**config.mk**
```make
export PLATFORM = sky130hd
export DESIGN_NAME = rr_encoder_4to2
export DESIGN_NICKNAME = d
export VERILOG_FILES = /design/src/rtl/lab3_pkg.sv /design/src/rtl/rr_encoder_4to2_pick.sv /design/src/rtl/rr_encoder_4to2.sv
export SDC_FILE = /design/constraint.sdc
export NUM_CORES = 1
export LEC_CHECK = 0
export ABC_AREA = 1
export BUFFER_PORTS_ARGS = -buffer_cell sky130_fd_sc_hd__buf_4
export CORE_MARGIN = 2
export CORE_UTILIZATION = 35
export CTS_BUF_LIST = sky130_fd_sc_hd__clkbuf_8
export CTS_CLUSTER_DIAMETER = 120
export DETAILED_ROUTE_END_ITERATION = 10
export PLACE_DENSITY = 0.53
export REMOVE_ABC_BUFFERS = 1
export SETUP_SLACK_MARGIN = 0.02
export SLEW_MARGIN = 0
export SYNTH_ARGS = -nofsm -noshare
export SYNTH_HDL_FRONTEND = slang
export SYNTH_SLANG_ARGS = --single-unit
```
**constraint.sdc**
```tcl
create_clock -name clk -period 1.8 [get_ports clk]
set_input_delay 0.18 -clock clk [delete_from_list [all_inputs] [get_ports clk]]
set_output_delay 0.18 -clock clk [all_outputs]
set_load 0.05 [all_outputs]
```
**src/rtl/lab3_pkg.sv**
```systemverilog
// -----------------------------------------------------------------------------
// lab3_pkg
// Shared definitions for the rr_encoder_4to2 round-robin encoder.
//   NREQ      : number of request lines the encoder is built for (4)
//   state_t   : grant FSM states (IDLE = no grant held, HOLD = grant presented)
//   idx_inc() : next round-robin pointer after a granted index (wraps 3 -> 0)
// -----------------------------------------------------------------------------
package lab3_pkg;

    localparam int NREQ = 4;

    typedef enum logic {
        IDLE = 1'b0,
        HOLD = 1'b1
    } state_t;

    // Pointer moves one past the line just served; 2-bit arithmetic gives the wrap.
    function automatic logic [1:0] idx_inc(input logic [1:0] idx);
        return idx + 2'd1;
    endfunction

endpackage

```
**src/rtl/rr_encoder_4to2_pick.sv**
```systemverilog
// -----------------------------------------------------------------------------
// rr_pick
// Combinational round-robin selector: returns the first asserted request in
// the search order ptr, ptr+1, ptr+2, ptr+3 (mod 4).
//   req_i [3:0] : request bits, bit n = line n
//   ptr_i [1:0] : highest-priority line for this search
//   idx_o [1:0] : selected line (equals ptr_i when nothing is requesting)
//   any_o       : at least one request is asserted
// -----------------------------------------------------------------------------
module rr_pick
    import lab3_pkg::*;
(
    input  logic [NREQ-1:0] req_i,
    input  logic [1:0]      ptr_i,
    output logic [1:0]      idx_o,
    output logic            any_o
);

    always_comb begin
        idx_o = ptr_i;
        any_o = |req_i;
        // Walk from lowest to highest priority so the last hit wins, leaving
        // the line closest to ptr_i on idx_o.
        for (int k = NREQ - 1; k >= 0; k--) begin
            if (req_i[ptr_i + 2'(k)]) begin
                idx_o = ptr_i + 2'(k);
            end
        end
    end

endmodule

```
**src/rtl/rr_encoder_4to2.sv**
```systemverilog
// -----------------------------------------------------------------------------
// rr_encoder_4to2
// Registered 4-to-2 round-robin priority encoder with a valid/ready output.
// A grant is captured from d0..d3 when enabled, held on a1/a0 with v=1 until
// the consumer accepts it with rdy, and the next grant can be captured on the
// same edge as the accept.
//   clk        : clock, rising edge
//   reset      : synchronous active-high reset
//   d0..d3     : request lines, level-sensitive
//   e          : enable for capturing a new grant
//   rdy        : consumer ready; v & rdy at an edge is a transfer
//   a1, a0     : registered granted index (a1 = MSB)
//   v          : registered valid for a1/a0
// -----------------------------------------------------------------------------
module rr_encoder_4to2
    import lab3_pkg::*;
#(
    parameter int NREQ = 4
) (
    input  logic clk,
    input  logic reset,
    input  logic d0,
    input  logic d1,
    input  logic d2,
    input  logic d3,
    input  logic e,
    input  logic rdy,
    output logic a1,
    output logic a0,
    output logic v
);

    generate
        if (NREQ != lab3_pkg::NREQ) begin : g_bad_nreq
            $error("rr_encoder_4to2 is built for exactly 4 request lines");
        end
    endgenerate

    state_t     state_q, state_d;
    logic [1:0] ptr_q, ptr_d;
    logic [1:0] idx_q, idx_d;
    logic       v_q, v_d;

    logic [3:0] req;
    logic       xfer;
    logic [1:0] pick_ptr;
    logic [1:0] pick_idx;
    logic       pick_any;

    assign req  = {d3, d2, d1, d0};
    assign xfer = (state_q == HOLD) && rdy;

    // On a transfer the search must already use the advanced pointer so a
    // back-to-back grant respects the rotation without waiting a cycle.
    assign pick_ptr = xfer ? idx_inc(idx_q) : ptr_q;

    rr_pick u_pick (
        .req_i (req),
        .ptr_i (pick_ptr),
        .idx_o (pick_idx),
        .any_o (pick_any)
    );

    always_comb begin
        state_d = state_q;
        ptr_d   = ptr_q;
        idx_d   = idx_q;
        case (state_q)
            IDLE: begin
                if (e && pick_any) begin
                    idx_d   = pick_idx;
                    state_d = HOLD;
                end
            end
            HOLD: begin
                // Without rdy the grant is frozen, whatever the requests do.
                if (rdy) begin
                    ptr_d = idx_inc(idx_q);
                    if (e && pick_any) begin
                        idx_d = pick_idx;
                    end else begin
                        state_d = IDLE;
                    end
                end
            end
            default: begin
                state_d = IDLE;
            end
        endcase
        v_d = (state_d == HOLD);
    end

    always_ff @(posedge clk) begin
        if (reset) begin
            state_q <= IDLE;
            ptr_q   <= 2'd0;
            idx_q   <= 2'd0;
            v_q     <= 1'b0;
        end else begin
            state_q <= state_d;
            ptr_q   <= ptr_d;
            idx_q   <= idx_d;
            v_q     <= v_d;
        end
    end

    assign a1 = idx_q[1];
    assign a0 = idx_q[0];
    assign v  = v_q;

endmodule

```
== After elaboration in Yosys (flattened, before gate mapping) ==
Cells that the tools add are included.

* Flip-flop bits (word level): 5
* Input port bits: 8
* Output and inout port bits: 3

* Add/sub/neg operators: 4
* Eq/ne operators: 1
* Order comparisons: 4
* Reduce and logical (&&, ||, !) cells: 4
* Muxes and demuxes: 19
* Bitwise gates (word level): 1

{| class="wikitable"
|+ Operator list
! cell !! count
|-
| 2-bit 2-to-1 mux || 7
|-
| 2-bit by 3-bit less-than comparator with 1-bit output (second input constant) || 4
|-
| 1-bit binary-select mux with 2-bit select || 4
|-
| 1-bit 2-to-1 mux || 6
|-
| 2-bit by 1-bit adder with 2-bit output (second input constant) || 2
|-
| 2-bit adder (second input constant) || 2
|-
| 2-bit case mux with 2 select lines || 1
|-
| 4-bit OR reduction || 1
|-
| 1-bit logical AND || 2
|-
| 2-bit inequality test (second input constant) || 1
|-
| 1-bit case mux with 2 select lines || 1
|-
| 2-bit AND reduction || 1
|-
| 1-bit inverter || 1
|}

== Logic depth before layout (Yosys ltp) ==
Gate-level depths: netlist of run 1.

* Depth in word-level cells: 12
* Depth in mapped cells: 14
* Gate-level depth less buffers: 14

== Modules after synthesis ==
Synthesis of run 1 repeated with hierarchy kept, for this count alone.

* Cells, all modules: 88
* Area, all modules: 467.9 um^2

{| class="wikitable"
|+ Modules (own cells, without submodules)
! module !! cells an instance !! area an instance (um^2) !! seq. area each (um^2) !! instances
|-
| rr_encoder_4to2 || 38 || 250.2 || 100.1 || 1
|-
| rr_pick || 50 || 217.7 || 0.0 || 1
|}

== Worst setup path after synthesis of run 1 ==
Ideal clock, no wire load.

* Path type: register -> register
* Start point: reg v (netlist name)
* End point: reg idx_q[0]
* Arrival time: 1618 ps
* Required time: 1677 ps
* Buffers on the path: 0
* Setup slack: 59 ps
* Period minus slack after synthesis: 1741 ps
* Cell stages (with the launch flop): 14
* Library setup time: 123 ps
* Cell sequence: dfxtp_1 -> nand2_2 -> nand2_2 -> nand2_4 -> nand2_1 -> nand2_1 -> nand3_1 -> nand2_2 -> nand2_1 -> nand2_1 -> nand2_1 -> nand2_1 -> nand2_1 -> a21oi_2

{| class="wikitable"
|+ RTL lines
! item !! line !! source
|-
| to (signal assigned) || rr_encoder_4to2.sv:102 || <nowiki>idx_q <= idx_d;</nowiki>
|-
| to (decl) || rr_encoder_4to2.sv:41 || <nowiki>logic [1:0] idx_q, idx_d;</nowiki>
|}

==> impl_metrics.sql, run 1 <==
INSERT INTO impl_metrics (metric_group, metric, value, unit) VALUES
('cts', 'tritoncts_clock_tree', 'built', ''),
('floorplan', 'initial_core_util', '36.2', '%'),
('place', 'gp_routability_congestion', '0.740', ''),
('cts', 'number_of_cts_inserted_buffers', '3', ''),
('global_routing', 'grt_start_max_net_pins', '9', ''),
('yosys', 'yosysSeqAreaShare', '21.8', '%'),
('cts', 'ctsLongestPathBuffers', '2', ''),
('cells_and_area', 'insertedDiodeCount', '0', ''),
('place', 'port-buffer-count', '10', ''),
('detailed_routing', 'post_dr_wirelength_cell', '10.0', 'µm'),
('yosys', 'synthDominantCellAreaShare', '26.2', '%'),
('power_and_ir_drop', 'p_per_area', '858', 'nW/µm²'),
('detailed_routing', 'dr_total_vias', '511', ''),
('cts', 'worstSkewPairLatency', '0.22', 'ns'),
('floorplan', 'core-area', '1270', 'µm²'),
('worst_setup_path', 'critPathMaxStageDelay', '0.42', 'ns'),
('cells_and_area', 'finalNonFillerCells', '109', ''),
('global_routing', 'first_global_vias', '426', ''),
('place', 'dp.cells', '105', ''),
('cts', 'sink_count_of_the_clock_tree', '5', ''),
('detailed_routing', 'postRouteAntennaNets', '0', ''),
('timing', 'setup_viol_count_final', '0', ''),
('yosys', 'synth.lib_cells_used.distinct', '15', ''),
('detailed_routing', 'post_detailed_routing_wire_length', '1090', 'µm'),
('yosys', 'ys.flop_type', 'sky130_fd_sc_hd__dfxtp_1', ''),
('run', 'drv_cap', '0', ''),
('cts', 'post_cts.resized_instances', '0', ''),
('timing', 'final_period_minus_worst_setup_slack', '1.52', 'ns'),
('floorplan', 'pin_count', '11', ''),
('timing', 'final.setup_skew', '0.00120', 'ns'),
('global_routing', 'antenna_violations_before_repair', '0', ''),
('power_and_ir_drop', 'fin_total_pwr', '513', 'µW'),
('place', 'place_hpwl', '907', 'µm'),
('outcome', 'run_status', 'complete, no violations', ''),
('min_path', 'worstHoldPathType', 'in2reg', ''),
('timing', 'final.setup.tns', '0', 'ns'),
('timing', 'report.final.slew_viol_count', '0', ''),
('worst_setup_path', 'cp_data_arrival_time', '1.62', 'ns'),
('worst_setup_path', 'setup.worst_path.class', 'reg2reg', ''),
('worst_setup_path', 'crit_path_cell_trace', 'nand2_2 -> clkinv_2 -> nand3_2 -> nand2_2 -> nand2_1 -> nand3_1 -> nand2_2 -> nand2_1 -> nand2_1 -> nand2_1 -> nand2_1 -> nand2_1 -> a21oi_2', ''),
('cells_and_area', 'seq_area', '100', 'µm²'),
('cts', 'clk_root_buffer_cell', 'sky130_fd_sc_hd__clkbuf_8', ''),
('worst_setup_path', 'timing.critical_path.required', '1.90', 'ns'),
('timing', 'min_period_over_period', '84.6', '%'),
('worst_setup_path', 'critical_path.max_fanout', '6', ''),
('worst_setup_path', 'kind_of_end_point_of_the_critical_path', 'flip-flop', ''),
('timing', 'hold_viol', '0', ''),
('timing', 'setup_repair_after_global_routing_missed_its_margin', 'no', ''),
('cts', 'clkSlewWorstSetupHoldPaths', '0.03', 'ns'),
('global_routing', 'grt_pass1_wl', '1700', 'µm'),
('floorplan', 'design.die.area', '1620', 'µm²'),
('power_and_ir_drop', 'power.ir.vdd_worst', '0.446', 'mV'),
('detailed_routing', 'drcViolationCount', '0', ''),
('detailed_routing', 'drt-vias-per-instance', '4.69', ''),
('timing', 'fmax', '0.656', 'GHz'),
('global_routing', 'grt_remaining_overflow', '0', ''),
('detailed_routing', 'initialDrtViolationCount', '5', ''),
('yosys', 'synth_async_sr_flop_share', '0', '%'),
('detailed_routing', 'detailedRoute.firstPassIterationCount', '4', ''),
('cells_and_area', 'filler_cell_count', '139', ''),
('yosys', 'synth.ff_latch_count', '5', ''),
('yosys', 'synth_edf_count', '0', ''),
('worst_setup_path', 'crit_slowest_cell', 'sky130_fd_sc_hd__dfxtp_1', ''),
('floorplan', 'die_w', '40.2', 'µm'),
('worst_setup_path', 'critical_path.startpoint_type', 'flip-flop', ''),
('yosys', 'synth_commonest_cells', 'sky130_fd_sc_hd__nand2_1 (32), sky130_fd_sc_hd__inv_1 (10), sky130_fd_sc_hd__nand3_1 (10), sky130_fd_sc_hd__dfxtp_1 (5), sky130_fd_sc_hd__nand2_2 (5)', ''),
('cells_and_area', 'area_growth', '30.2', '%'),
('yosys', 'top_area_cells_in_the_synthesized_netlist', 'sky130_fd_sc_hd__nand2_1 (26%), sky130_fd_sc_hd__dfxtp_1 (22%), sky130_fd_sc_hd__nand3_1 (11%)', ''),
('worst_setup_path', 'timing.critical_path.mode_cell', 'sky130_fd_sc_hd__nand2_1', ''),
('floorplan', 'chip_height', '40.2', 'µm'),
('yosys', 'synth.yosys.warnings', '0', '');
-- registers in the layout, summed over array words and instances (netlist names) --
name	count
v	1
ptr_q	2
idx_q	2
-- logic make-up after synthesis --
logic type / synth area share, %
and+or+nand+nor: 55.9
buffers and inverters: 9.26
AOI/OAI and AO/OA: 13.1
DFF: 21.8
-- final timing paths --
| check | from | endpoint | slack, ns | depth (start not counted) |
|---|---|---|---|---|
| worst max-delay path | v | idx_q[0] | 0.28 | 13 |
| worst min-delay path | reset | v | 0.15 | 2 |
| worst max register to register | v | idx_q[0] | 0.28 | 13 |
| worst min register to register | v | v | 0.54 | 2 |
-- worst max-delay path: cells and delay by family (launching register included) --
family | cells | cell delay [ns]
and+or+nand+nor | 11 | 0.86
DFF | 1 | 0.42
buffers and inverters | 1 | 0.07
AOI/OAI and AO/OA | 1 | 0.05
-- placed cells by master (no fill, tap or decap), drive strengths merged --
cell / synthesis / final
a21boi: 1 / 1
clkbuf: 0 / 3
nand2: 38 / 38
nand3: 13 / 13
buf: 0 / 10
clkinv: 1 / 1
inv: 10 / 11
a21oi: 5 / 5
nor2: 2 / 2
o41ai: 1 / 1
dfxtp: 5 / 5
and2: 1 / 1
o21ai: 3 / 3
-- per-layer routing --
layer	share of wire [%]	vias up	track usage, %
met1	50	218	19.6
met4	0.73	0	7.50
li1	-	282	-
met2	46	9	27.0
met5	0	-	0
met3	2.7	2	3.33
-- final cells by class --
cell class / count / area share (%)
timing repair buffer: 10 / 12.6
clock buffer: 3 / 6.90
tap: 15 / 3.14
multi-input combinational: 64 / 52.9
clock inverter: 1 / 0.628
sequential: 5 / 16.7
inverter: 11 / 7.11
-- per-stage QoR --
stage / util [%] / setup WS [ns] / area [µm²] / hold slack [ns]
2_1_floorplan: - / 0.0593 / 459 / 0.249
3_3_place_gp: 43.6 / 0.266 / 553 / 0.383
3_5_place_dp: 43.6 / 0.258 / 553 / 0.380
4_1_cts: 47.1 / 0.249 / 598 / 0.149
5_1_grt: 47.1 / 0.0838 / 598 / 0.156
6_report: 47.1 / 0.277 / 598 / 0.150
-- where the power goes --
group,internal [mW],switching (mW)
registers,0.121,0.00987
logic,0.0651,0.119
clock network,0.146,0.0524
Note: power is estimated with default switching activity, not from simulation.
==> run 2, diff against run 1 <==
--- a/config.mk
+++ b/config.mk
@@ -5,14 +5,14 @@
 export SDC_FILE = /design/constraint.sdc
 export NUM_CORES = 1
 export LEC_CHECK = 0
-export ABC_AREA = 1
+export ABC_AREA = 0
 export BUFFER_PORTS_ARGS = -buffer_cell sky130_fd_sc_hd__buf_4
-export CORE_MARGIN = 2
-export CORE_UTILIZATION = 35
+export CORE_AREA = 2 2 39 41
 export CTS_BUF_LIST = sky130_fd_sc_hd__clkbuf_8
 export CTS_CLUSTER_DIAMETER = 120
 export DETAILED_ROUTE_END_ITERATION = 10
-export PLACE_DENSITY = 0.53
+export DIE_AREA = 0 0 41 43
+export PLACE_DENSITY = 0.47
 export REMOVE_ABC_BUFFERS = 1
 export SETUP_SLACK_MARGIN = 0.02
 export SLEW_MARGIN = 0
==> constraint.sdc (replaced) <==
create_clock -name clk -period 1.26 [get_ports clk]
set_input_delay 0.126 -clock clk [delete_from_list [all_inputs] [get_ports clk]]
set_output_delay 0.126 -clock clk [all_outputs]
set_load 0.05 [all_outputs]
==> run 2 against run 1 <==
The flow now finishes with violations (negative setup slack). Global-route usage down 1.9 points. Worst hold slack worse by 0.042 ns. Via count down 17%. Sequential share of layout area up 0.37 points. Cell count down 21%. Design area up 4.0%. Synthesized cell count down 46%. Clock skew down 0.0011 ns. Register-to-register slack worse by 0.41 ns. Fmax up 9.1%. Sequential power up 38%. Non-clock buffer count up 13. Critical path type unchanged. Largest cell class unchanged. Largest power group unchanged. Highest routed layer unchanged.
==> impl_metrics.sql, run 2 <==
INSERT INTO impl_metrics (metric_group, metric, value, unit) VALUES
('floorplan', 'design.die.area', '1760', 'µm²'),
('yosys', 'top_area_cells_in_the_synthesized_netlist', 'sky130_fd_sc_hd__dfxtp_1 (27%), sky130_fd_sc_hd__a21o_1 (6.1%), sky130_fd_sc_hd__a221o_1 (5.5%)', ''),
('floorplan', 'initial_core_util', '26.5', '%'),
('floorplan', 'die_w', '41', 'µm'),
('cells_and_area', 'finalNonFillerCells', '86', ''),
('detailed_routing', 'drcViolationCount', '0', ''),
('global_routing', 'grt_start_max_net_pins', '7', ''),
('yosys', 'synth.lib_cells_used.distinct', '23', ''),
('timing', 'timing.hold.ws', '0.108', 'ns'),
('cells_and_area', 'final_nets', '79', ''),
('yosys', 'synth.yosys.warnings', '0', ''),
('power_and_ir_drop', 'p_per_area', '1070', 'nW/µm²'),
('cts', 'post_cts.repair.setup_buffers', '0', ''),
('power_and_ir_drop', 'pwr-share-clk', '45.1', '%'),
('detailed_routing', 'detailedRoute.firstPassIterationCount', '4', ''),
('place', 'port-buffer-count', '10', ''),
('yosys', 'synthDominantCellAreaShare', '27.3', '%'),
('yosys', 'synth.ff_latch_count', '5', ''),
('yosys', 'yosysSeqAreaShare', '27.3', '%'),
('outcome', 'run_status', 'finished, violations left', ''),
('worst_setup_path', 'regToRegStartpoint', 'idx_q[0]', ''),
('yosys', 'synth_commonest_cells', 'sky130_fd_sc_hd__dfxtp_1 (5), sky130_fd_sc_hd__nor2_1 (5), sky130_fd_sc_hd__a21o_1 (3), sky130_fd_sc_hd__inv_1 (3), sky130_fd_sc_hd__nor2b_1 (3)', ''),
('detailed_routing', 'drt-vias-per-instance', '4.92', ''),
('cts', 'ctsLongestPathBuffers', '2', ''),
('global_routing', 'grt_pass1_wl', '1640', 'µm'),
('yosys', 'synth_area_leader_cell', 'sky130_fd_sc_hd__dfxtp_1', ''),
('cts', 'number_of_cts_inserted_buffers', '3', ''),
('worst_setup_path', 'crit_path_cell_trace', 'and3b_1 -> or3_1 -> a21o_1 -> a311oi_2', ''),
('detailed_routing', 'initialDrtViolationCount', '13', ''),
('yosys', 'ys.flop_type', 'sky130_fd_sc_hd__dfxtp_1', ''),
('timing', 'worst-slew-pin-transition', '0.345', 'ns'),
('cells_and_area', 'insertedDiodeCount', '0', ''),
('timing', 'final.setup_skew', '0.000134', 'ns'),
('power_and_ir_drop', 'power.net_switching', '191', 'µW'),
('power_and_ir_drop', 'p_comb_share', '27.7', '%'),
('yosys', 'syn-cell-area', '367', 'µm²'),
('min_path', 'worstHoldPathType', 'in2reg', ''),
('cts', 'tritoncts_clock_tree', 'built', ''),
('timing', 'setup_viol_count_final', '2', ''),
('place', 'dp.cells', '82', ''),
('detailed_routing', 'postRouteAntennaNets', '0', ''),
('detailed_routing', 'post_detailed_routing_wire_length', '1000', 'µm'),
('yosys', 'synth_async_sr_flop_share', '0', '%'),
('power_and_ir_drop', 'p_leak', '0.306', 'nW'),
('cts', 'sink_count_of_the_clock_tree', '5', ''),
('timing', 'final_period_minus_worst_setup_slack', '1.40', 'ns'),
('cells_and_area', 'finalCoreUtilization', '44.9', '%'),
('yosys', 'synth_edf_count', '0', ''),
('global_routing', 'first_global_vias', '393', ''),
('power_and_ir_drop', 'power.share.sequential', '27.3', '%'),
('worst_setup_path', 'cp_data_arrival_time', '1.53', 'ns'),
('yosys', 'netlist_instances', '43', ''),
('timing', 'worst_path_setup_slack_after_routing', '-0.137', 'ns'),
('floorplan', 'core-area', '1380', 'µm²'),
('detailed_routing', 'dr_total_vias', '423', ''),
('place', 'gp_routability_congestion', '0.734', ''),
('worst_setup_path', 'timing.critical_path.required', '1.39', 'ns'),
('floorplan', 'pin_count', '11', ''),
('power_and_ir_drop', 'switching_share', '28.7', '%'),
('place', 'dpl-instance-area', '559', 'µm²'),
('outcome', 'failed_checks', 'negative setup slack', ''),
('cells_and_area', 'area_growth', '69.6', '%'),
('yosys', 'post_synth.cell_area_avg', '8.53', 'µm²'),
('floorplan', 'chip_height', '43', 'µm'),
('min_path', 'hp-start', 'reset', ''),
('cells_and_area', 'layout.cells.most_common_list', 'sky130_fd_sc_hd__buf_4 (23), sky130_fd_sc_hd__nor2_1 (5), sky130_fd_sc_hd__inv_1 (4)', ''),
('timing', 'final.setup.tns', '-0.249', 'ns'),
('worst_setup_path', 'kind_of_end_point_of_the_critical_path', 'flip-flop', ''),
('cells_and_area', 'mostFrequentLayoutCell', 'sky130_fd_sc_hd__buf_4', ''),
('cts', 'clkSlewWorstSetupHoldPaths', '0.04', 'ns'),
('cts', 'cts_max_level', '1', ''),
('worst_setup_path', 'critical_path.startpoint_type', 'flip-flop', ''),
('cts', 'clk_root_buffer_cell', 'sky130_fd_sc_hd__clkbuf_8', ''),
('timing', 'hold_viol', '0', ''),
('global_routing', 'antenna_violations_before_repair', '0', ''),
('floorplan', 'std_cell_rows', '14', ''),
('timing', 'min_period_over_period', '111', '%'),
('worst_setup_path', 'cp-startpoint', 'idx_q[0]', ''),
('timing', 'slew_headroom', '76.8', '%'),
('worst_setup_path', 'critPathMaxStageDelay', '0.35', 'ns'),
('cts', 'post_cts_hold_buffer_count', '0', ''),
('worst_setup_path', 'setup.worst_path.class', 'reg2reg', ''),
('global_routing', 'grt_remaining_overflow', '0', ''),
('worst_setup_path', 'critical_path.max_fanout', '4', ''),
('power_and_ir_drop', 'cell_internal_pwr', '475', 'µW'),
('cells_and_area', 'final_design_area_no_fill', '622', 'µm²'),
('worst_setup_path', 'crit_slowest_cell', 'sky130_fd_sc_hd__dfxtp_4', ''),
('timing', 'setup_repair_after_global_routing_missed_its_margin', 'yes', ''),
('detailed_routing', 'post_dr_wirelength_cell', '11.7', 'µm'),
('power_and_ir_drop', 'power.ir.vdd_worst', '0.519', 'mV'),
('timing', 'report.final.slew_viol_count', '0', ''),
('run', 'drv_cap', '0', ''),
('cts', 'worstSkewPairLatency', '0.23', 'ns'),
('cells_and_area', 'drive_gt1_share', '47.1', '%'),
('timing', 'fmax', '0.716', 'GHz'),
('global_routing', 'grt.total_usage', '14.3', '%');
==> run 2: changes by cell type after synthesis, moves of 3 or more <==
cell                      delta
sky130_fd_sc_hd__a21o_1      +3
sky130_fd_sc_hd__inv_1       -7
sky130_fd_sc_hd__nand2_1    -30
sky130_fd_sc_hd__nand2_2     -5
sky130_fd_sc_hd__nand3_1    -10
sky130_fd_sc_hd__nand3_2     -3
sky130_fd_sc_hd__nor2_1      +3
sky130_fd_sc_hd__nor2b_1     +3
==> run 2: area by class of cell <==
cell class | count | area, µm²
Multi-Input combinational cell | 35 | 267
Clock inverter | 1 | 3.75
Tap cell | 16 | 20.0
Fill cell | 141 | 762
Inverter | 3 | 11.3
Timing Repair Buffer | 23 | 173
Clock buffer | 3 | 41.3
Sequential cell | 5 | 106
==> run 2: metal layers <==
layer | track usage, % | routed length [µm] | vias up
met5 | 0 | 0 | -
li1 | - | - | 220
met4 | 8.00 | 26 | 0
met3 | 3.14 | 18 | 2
met2 | 21.9 | 473 | 5
met1 | 17.4 | 485 | 196
==> run 2: per-stage QoR <==
stage / setup WS [ns] / power (mW)
2_1_floorplan: -0.480 / 0.271
3_3_place_gp: -0.188 / 0.363
3_5_place_dp: -0.164 / 0.361
4_1_cts: -0.144 / 0.670
5_1_grt: -0.215 / 0.698
6_report: -0.137 / 0.666
==> run 2: logic make-up after synthesis <==
logic type                Yosys count  synth area share, %
buffers and inverters               3                 3.07
xor gates and xnor gates            1                 2.39
DFF                                 5                 27.3
and+or+nand+nor                    17                 26.3
AOI/OAI and AO/OA                  15                 35.5
muxes                               2                 5.46
==> run 2: what timing repair did <==
item                                    4_1_cts  5_1_grt
resized for setup                             3        3
endpoints found under the setup margin        2        2
pin swaps                                     2        0
hold endpoints to repair                      0        0
==> run 2: power groups by stage <==
stage                     Sequential (mW)  Combinational [mW]  Clock, mW
final                               0.181               0.184      0.300
after global routing                0.183               0.200      0.315
after CTS                           0.182               0.182      0.306
after detailed placement            0.183               0.178          0
after global placement              0.183               0.180          0
after floorplan                     0.208              0.0634          0
==> run 2: worst max-delay path, delay by kind of cell (launching register included) <==
kind / cells / cell delay, ns
compound gates: 2 / 0.41
flops: 1 / 0.35
simple gates: 2 / 0.54
==> run 2: worst paths after layout <==
kind	slack (ns)	depth (start not counted)	endpoint
worst max-delay path	-0.14	4	idx_q[1]
worst min-delay path	0.11	2	v
worst max register to register	-0.14	4	idx_q[1]
worst min register to register	0.57	2	v
